$ cat src/rtl/ecc_scrubber_if.sv
// ecc_scrubber_if: arbitrated RAM port shared between the scrub engine and the RAM arbiter.
interface ecc_scrubber_if #(
  parameter int ADDRESS_WIDTH = 3
);
  logic                     mem_req;
  logic                     mem_gnt;
  logic                     mem_we;
  logic [ADDRESS_WIDTH-1:0] mem_addr;
  logic [12:0]              mem_wdata;
  logic [12:0]              mem_rdata;
  modport master (output mem_req, mem_we, mem_addr, mem_wdata, input mem_gnt, mem_rdata);
  modport slave  (input mem_req, mem_we, mem_addr, mem_wdata, output mem_gnt, mem_rdata);
endinterface

$ cat src/rtl/ecc_scrubber.sv
// ecc_scrubber: sweeps a SECDED RAM, writes back single-bit corrections, logs uncorrectable words.
module ecc_scrubber #(
  parameter int ADDRESS_WIDTH  = 3,
  parameter int READ_LATENCY   = 3,
  parameter int INTERVAL_WIDTH = 16
) (
  input  logic                      clk,
  input  logic                      rst_n,
  input  logic                      start,
  input  logic                      continuous,
  input  logic [INTERVAL_WIDTH-1:0] interval,
  input  logic                      clr_stats,
  output logic                      busy,
  output logic                      done,
  output logic [7:0]                ce_count,
  output logic [7:0]                ue_count,
  output logic                      ue_flag,
  output logic [ADDRESS_WIDTH-1:0]  ue_addr,
  ecc_scrubber_if.master            mem
);
  localparam int LW = READ_LATENCY > 1 ? $clog2(READ_LATENCY) : 1;
  localparam logic [ADDRESS_WIDTH-1:0] ADDR_MAX = '1;
  typedef enum logic [2:0] {IDLE, RD_REQ, RD_WAIT, CHECK, WR_REQ, NEXT, PAUSE} state_t;
  state_t                    state_q, state_d;
  logic [ADDRESS_WIDTH-1:0]  addr_q, addr_d, ue_addr_q, ue_addr_d;
  logic [LW-1:0]             lat_q, lat_d;
  logic [12:0]               rdata_q, rdata_d, wdata_q, wdata_d, fixed;
  logic [INTERVAL_WIDTH-1:0] pause_q, pause_d;
  logic [7:0]                ce_q, ce_d, ue_q, ue_d;
  logic                      ue_flag_q, ue_flag_d, req, par, is_ce, is_ue;
  logic [3:0]                syn, flip;
  // Bit k-1 of the codeword is Hamming position k; position 13 is overall parity.
  assign syn   = {^(rdata_q & 13'h0F80), ^(rdata_q & 13'h0878), ^(rdata_q & 13'h0666), ^(rdata_q & 13'h0555)};
  assign par   = ^rdata_q;
  assign is_ce = par && syn <= 4'd12;
  assign is_ue = syn != 4'd0 && !is_ce;
  assign flip  = syn == 4'd0 ? 4'd12 : syn - 4'd1;
  assign fixed = rdata_q ^ (13'd1 << flip);
  assign req           = state_q == RD_REQ || state_q == WR_REQ;
  assign busy          = state_q != IDLE;
  assign done          = state_q == NEXT && addr_q == ADDR_MAX;
  assign mem.mem_req   = req;
  assign mem.mem_we    = state_q == WR_REQ;
  assign mem.mem_addr  = req ? addr_q : '0;
  assign mem.mem_wdata = wdata_q;
  assign ce_count      = ce_q;
  assign ue_count      = ue_q;
  assign ue_flag       = ue_flag_q;
  assign ue_addr       = ue_addr_q;
  always_ff @(posedge clk or negedge rst_n) begin
    if (!rst_n) begin
      state_q   <= IDLE;
      addr_q    <= '0;
      lat_q     <= '0;
      rdata_q   <= '0;
      wdata_q   <= '0;
      pause_q   <= '0;
      ce_q      <= '0;
      ue_q      <= '0;
      ue_flag_q <= 1'b0;
      ue_addr_q <= '0;
    end else begin
      state_q   <= state_d;
      addr_q    <= addr_d;
      lat_q     <= lat_d;
      rdata_q   <= rdata_d;
      wdata_q   <= wdata_d;
      pause_q   <= pause_d;
      ce_q      <= ce_d;
      ue_q      <= ue_d;
      ue_flag_q <= ue_flag_d;
      ue_addr_q <= ue_addr_d;
    end
  end
  always_comb begin
    state_d   = state_q;
    addr_d    = addr_q;
    lat_d     = lat_q;
    rdata_d   = rdata_q;
    wdata_d   = wdata_q;
    pause_d   = pause_q;
    ce_d      = clr_stats ? 8'd0 : ce_q;
    ue_d      = clr_stats ? 8'd0 : ue_q;
    ue_flag_d = clr_stats ? 1'b0 : ue_flag_q;
    ue_addr_d = clr_stats ? '0 : ue_addr_q;
    case (state_q)
      IDLE: begin
        addr_d  = start ? '0 : addr_q;
        state_d = start ? RD_REQ : IDLE;
      end
      RD_REQ: begin
        lat_d   = '0;
        state_d = mem.mem_gnt ? RD_WAIT : RD_REQ;
      end
      RD_WAIT: begin
        if (lat_q == LW'(READ_LATENCY - 1)) begin
          rdata_d = mem.mem_rdata;
          state_d = CHECK;
        end else begin
          lat_d = lat_q + 1'b1;
        end
      end
      CHECK: begin
        // Stats are cleared first so a coincident event still counts once.
        if (is_ce) begin
          ce_d    = ce_d + 8'(ce_d != 8'hFF);
          wdata_d = fixed;
          state_d = WR_REQ;
        end else begin
          if (is_ue) begin
            ue_d      = ue_d + 8'(ue_d != 8'hFF);
            ue_flag_d = 1'b1;
            ue_addr_d = addr_q;
          end
          state_d = NEXT;
        end
      end
      WR_REQ: state_d = mem.mem_gnt ? NEXT : WR_REQ;
      NEXT: begin
        if (addr_q != ADDR_MAX) begin
          addr_d  = addr_q + 1'b1;
          state_d = RD_REQ;
        end else begin
          pause_d = interval;
          state_d = continuous ? PAUSE : IDLE;
        end
      end
      PAUSE: begin
        if (!continuous) begin
          state_d = IDLE;
        end else if (pause_q == '0) begin
          addr_d  = '0;
          state_d = RD_REQ;
        end else begin
          pause_d = pause_q - 1'b1;
        end
      end
      default: state_d = IDLE;
    endcase
  end
endmodule

$ cat src/flat_wrapper.sv
// flat-port wrapper written by rule: the top's interface ports become plain ports
module ecc_scrubber_flat 
#(
  parameter int ADDRESS_WIDTH  = 3,
  parameter int READ_LATENCY   = 3,
  parameter int INTERVAL_WIDTH = 16
)
  (clk, rst_n, start, continuous, interval, clr_stats, busy, done, ce_count, ue_count, ue_flag, ue_addr, mem_mem_req, mem_mem_we, mem_mem_addr, mem_mem_wdata, mem_mem_gnt, mem_mem_rdata);
  ecc_scrubber_if #(.ADDRESS_WIDTH(ADDRESS_WIDTH)) mem_i ();
  input  logic clk;
  input  logic rst_n;
  input  logic start;
  input  logic continuous;
  input  logic [INTERVAL_WIDTH-1:0] interval;
  input  logic clr_stats;
  output logic busy;
  output logic done;
  output logic [7:0] ce_count;
  output logic [7:0] ue_count;
  output logic ue_flag;
  output logic [ADDRESS_WIDTH-1:0] ue_addr;
  output wire logic [$bits(mem_i.mem_req)-1:0] mem_mem_req;
  output wire logic [$bits(mem_i.mem_we)-1:0] mem_mem_we;
  output wire logic [$bits(mem_i.mem_addr)-1:0] mem_mem_addr;
  output wire logic [$bits(mem_i.mem_wdata)-1:0] mem_mem_wdata;
  input wire logic [$bits(mem_i.mem_gnt)-1:0] mem_mem_gnt;
  input wire logic [$bits(mem_i.mem_rdata)-1:0] mem_mem_rdata;
  assign mem_mem_req = mem_i.mem_req;
  assign mem_mem_we = mem_i.mem_we;
  assign mem_mem_addr = mem_i.mem_addr;
  assign mem_mem_wdata = mem_i.mem_wdata;
  assign mem_i.mem_gnt = mem_mem_gnt;
  assign mem_i.mem_rdata = mem_mem_rdata;
  ecc_scrubber #(.ADDRESS_WIDTH(ADDRESS_WIDTH), .READ_LATENCY(READ_LATENCY), .INTERVAL_WIDTH(INTERVAL_WIDTH)) u_core (.clk(clk), .rst_n(rst_n), .start(start), .continuous(continuous), .interval(interval), .clr_stats(clr_stats), .busy(busy), .done(done), .ce_count(ce_count), .ue_count(ue_count), .ue_flag(ue_flag), .ue_addr(ue_addr), .mem(mem_i));
endmodule
$ cat config.mk
export PLATFORM = sky130hd
export DESIGN_NAME = ecc_scrubber_flat
export DESIGN_NICKNAME = d
export VERILOG_FILES = /design/src/rtl/ecc_scrubber_if.sv /design/src/rtl/ecc_scrubber.sv /design/src/flat_wrapper.sv
export SDC_FILE = /design/constraint.sdc
export NUM_CORES = 1
export LEC_CHECK = 0
export BUFFER_PORTS_ARGS = -buffer_cell sky130_fd_sc_hd__buf_2
export CORE_UTILIZATION = 38
export DETAILED_ROUTE_END_ITERATION = 7
export PLACE_DENSITY = 0.61
export SYNTH_ARGS = -nofsm -noshare
export SYNTH_HDL_FRONTEND = slang
export SYNTH_SLANG_ARGS = --single-unit
export TNS_END_PERCENT = 5
$ cat constraint.sdc
create_clock -name clk -period 2.5 [get_ports clk]
set_clock_uncertainty 0.05 [all_clocks]
set_input_delay 0.5 -clock clk [delete_from_list [all_inputs] [get_ports clk]]
set_output_delay 0.5 -clock clk [all_outputs]
set_load 0.01 [all_outputs]
==> flow_summary.json <==
{
  "nets": 590,
  "critPathLaunchType": "register",
  "num-fill-cells": 996,
  "slew_headroom": 0.599,
  "power_density_mw_per_mm2": 1070,
  "slowest_delay_ns": 0.49,
  "worstMarginPinSlew_ns": 0.601,
  "die_y_um": 106,
  "setup_viol": 3,
  "grt_max_degree": 71,
  "ys_warn_count": 0,
  "core_mm2": 0.0104,
  "rr_worst_depth": 9,
  "regArea_mm2": 0.00175,
  "path_cells": "inv_2, ha_4, or4b_4, or4_4, or4b_4, a21oi_2, buf_4, nor2_1, a21oi_1",
  "worst_slack_ns": -0.0387,
  "wl_per_cell_um": 14.3,
  "grt_pass1_vias": 3472,
  "drt_first_pass_iters": 4,
  "hold_viol": 0,
  "syn_nets": 467,
  "ios": 75,
  "placement_rows": 37,
  "final_cells": 685,
  "r2r_end": "u_core.pause_q[12]$_DFFE_PN0P_",
  "synth_area_mm2": 0.00412,
  "max_freq_ghz": 0.394,
  "cap_violations": 0,
  "antenna_found_initial": 0,
  "reg2reg_from": "u_core.pause_q[1]$_DFFE_PN0P_",
  "holdWs_ns": 0.0954,
  "diodes": 0,
  "hpwl_um": 7130,
  "power.leakage_nw": 2.58,
  "grt_overflow": 0,
  "critPathMaxFanout": 3,
  "drtAntennaViolNets": 0,
  "pwr-share-seq": 0.301,
  "numPortBuffers": 74,
  "cp_top_family": "simple AND/OR/NAND/NOR gates",
  "rsz0062_at_grt": "yes",
  "dp_cells": 669,
  "place_congestion": 0.835,
  "seq_area_frac_synth": 0.425,
  "cts_tree": "yes",
  "cp.arrival_ns": 2.76,
  "cts_buffer_depth": 2,
  "failed_checks": "negative setup slack",
  "post-route-util": 0.511,
  "synth_async_sr_flop_share": 1.00,
  "synth_top_area_cell": "dfrtp_1",
  "htreeDepth": 3,
  "final_common_cell": "buf_2",
  "postSynthCellCount": 423,
  "clock_power_share": 0.157,
  "clockRootBuffer": "clkbuf_8",
  "ys_seq_elements": 70,
  "cp.depth": 9,
  "vias": 3554,
  "finalCriticalPeriod_ns": 2.54,
  "clock_latency_ns": 0.35,
  "path_common_cell": "or4b_4",
  "syn_to_final_growth_pct": 29.2,
  "yosysUniqueCellTypes": 57,
  "vias_per_cell": 5.19,
  "cts_hold_repair.buffers": 0,
  "syn_area_per_cell_um2": 9.74,
  "synth-main-ff-cell": "dfrtp_1",
  "worstSetupPathType": "register to register",
  "hp-class": "input port to asynchronous set/reset pin",
  "switching_share": 0.391,
  "drive_above_1_share": 0.337,
  "final_cell_mix": "buf_2, dfrtp_1, buf_4",
  "power_mw": 5.69,
  "status": "finished, violations left",
  "initial_core_util": 0.396,
  "clkTransAtPathRegs_ns": 0.07,
  "slew_viol_final": 0,
  "synth_enable_flop_cells": 0,
  "p_switching_mw": 2.22,
  "dieArea_mm2": 0.0113,
  "multi_input_area_mm2": 0.00235,
  "timing.final.crit_share": 1.02,
  "r2r_slack_ns": -0.04,
  "clock_sinks": 70,
  "synthTopCellsByArea": "dfrtp_1, xnor2_1, nand2_1, a21oi_1, mux2_2",
  "cts_made_buffers": 9,
  "drtIter0Drc": 124,
  "drc": 0,
  "dieWidth_um": 106,
  "critPathCaptureType": "register",
  "synth_top_area_frac": 0.425,
  "pwr-share-comb": 0.541,
  "drt_wl_total_um": 9810,
  "grt_pass1_wl_um": 16600,
  "required_ns": 2.72,
  "internal_power_mw": 3.47,
  "slowest_stage": "or4b_4",
  "grt_usage": 0.187,
  "critPathBufInv": 2,
  "ir_drop_v": 0.000486
}
-- final cells by class --
type	count	area share
inverters	11	0.00776
flip-flops and latches	70	0.329
clock buffers	14	0.0362
multi-input cells	325	0.442
repair buffers	129	0.153
well taps	136	0.0320
-- layer usage --
metal  share of wire  vias up  GRT usage
li1                -     1759          -
met1            0.45     1694      0.244
met2            0.48       90      0.298
met3           0.053       11     0.0454
met4           0.013        0     0.0714
met5               0        -          0
-- power groups by stage --
stage / combinational [mW] / clock [mW] / sequential (mW)
after global placement: 2.90 / 0 / 1.71
after detailed placement: 2.97 / 0 / 1.72
final: 3.08 / 0.896 / 1.71
after floorplan: 1.86 / 0 / 1.71
after CTS: 3.06 / 0.921 / 1.71
after global routing: 3.39 / 0.975 / 1.76
-- cells in the mapped netlist (all sizes together), types with 3 or more instances --
| library cell | count |
|---|---|
| nand3 | 6 |
| nand4 | 4 |
| o22ai | 7 |
| nand2 | 50 |
| mux2 | 24 |
| mux2i | 3 |
| nor3b | 3 |
| nor3 | 10 |
| dfrtp | 70 |
| nand2b | 6 |
| ha | 9 |
| a22o | 5 |
| buf | 4 |
| or3 | 4 |
| clkbuf | 13 |
| xnor2 | 24 |
| inv | 11 |
| o31ai | 5 |
| nor4 | 5 |
| a21oi | 34 |
| or4 | 7 |
| nor2b | 11 |
| xnor3 | 5 |
| and2 | 6 |
| nor2 | 26 |
| o21ai | 33 |
| xor2 | 4 |
| and3 | 5 |
-- what timing repair did --
action	in CTS	in global routing
endpoints found under the setup margin	25	33
gates resized for setup	15	5
setup buffers	0	2
pin swaps	6	5
-- worst max-delay path by stage --
| stage | from | endpoint |
|---|---|---|
| 3_5_place_dp | u_core.rdata_q[2]$_DFFE_PN0P_ | u_core.ce_count[3]$_DFF_PN0_ |
| 3_3_place_gp | u_core.pause_q[0]$_DFFE_PN0P_ | u_core.pause_q[2]$_DFFE_PN0P_ |
| 4_1_cts | u_core.pause_q[1]$_DFFE_PN0P_ | u_core.pause_q[12]$_DFFE_PN0P_ |
| 5_1_grt | u_core.pause_q[1]$_DFFE_PN0P_ | u_core.pause_q[12]$_DFFE_PN0P_ |
| 2_1_floorplan | u_core.pause_q[1]$_DFFE_PN0P_ | u_core.pause_q[14]$_DFFE_PN0P_ |
| 6_report | u_core.pause_q[1]$_DFFE_PN0P_ | u_core.pause_q[12]$_DFFE_PN0P_ |
-- kinds of logic (layout without fill, tap and decap cells) --
group / count (synthesis) / in the layout / synth area share
DFF: 70 / 70 / 0.425
and+or+nand+nor: 151 / 151 / 0.188
adders and majority gates: 9 / 9 / 0.0273
xor gates and xnor gates: 35 / 35 / 0.104
buffers and inverters: 28 / 154 / 0.0295
AOI/OAI and AO/OA: 103 / 103 / 0.153
muxes: 27 / 27 / 0.0729
-- metrics by stage --
stage / worst slack (ns) / TNS, ns / area [um^2]
6_report: -0.0387 / -0.0758 / 5320
5_1_grt: -0.131 / -2.31 / 5320
4_1_cts: -0.0626 / -0.244 / 5280
3_5_place_dp: -0.107 / -1.19 / 5030
3_3_place_gp: -0.0273 / -0.260 / 5030
2_1_floorplan: -0.0274 / -0.103 / 4140
-- registers in the layout, summed over array words and instances, names as in the netlist --
signal / cells
u_core.pause_q: 16
u_core.mem.mem_wdata: 13
u_core.rdata_q: 13
u_core.ce_count: 8
u_core.ue_count: 8
u_core.addr_q: 3
u_core.state_q: 3
u_core.ue_addr: 3
u_core.lat_q: 2
u_core.ue_flag: 1
No activity file was read; power rests on OpenSTA's default activity.
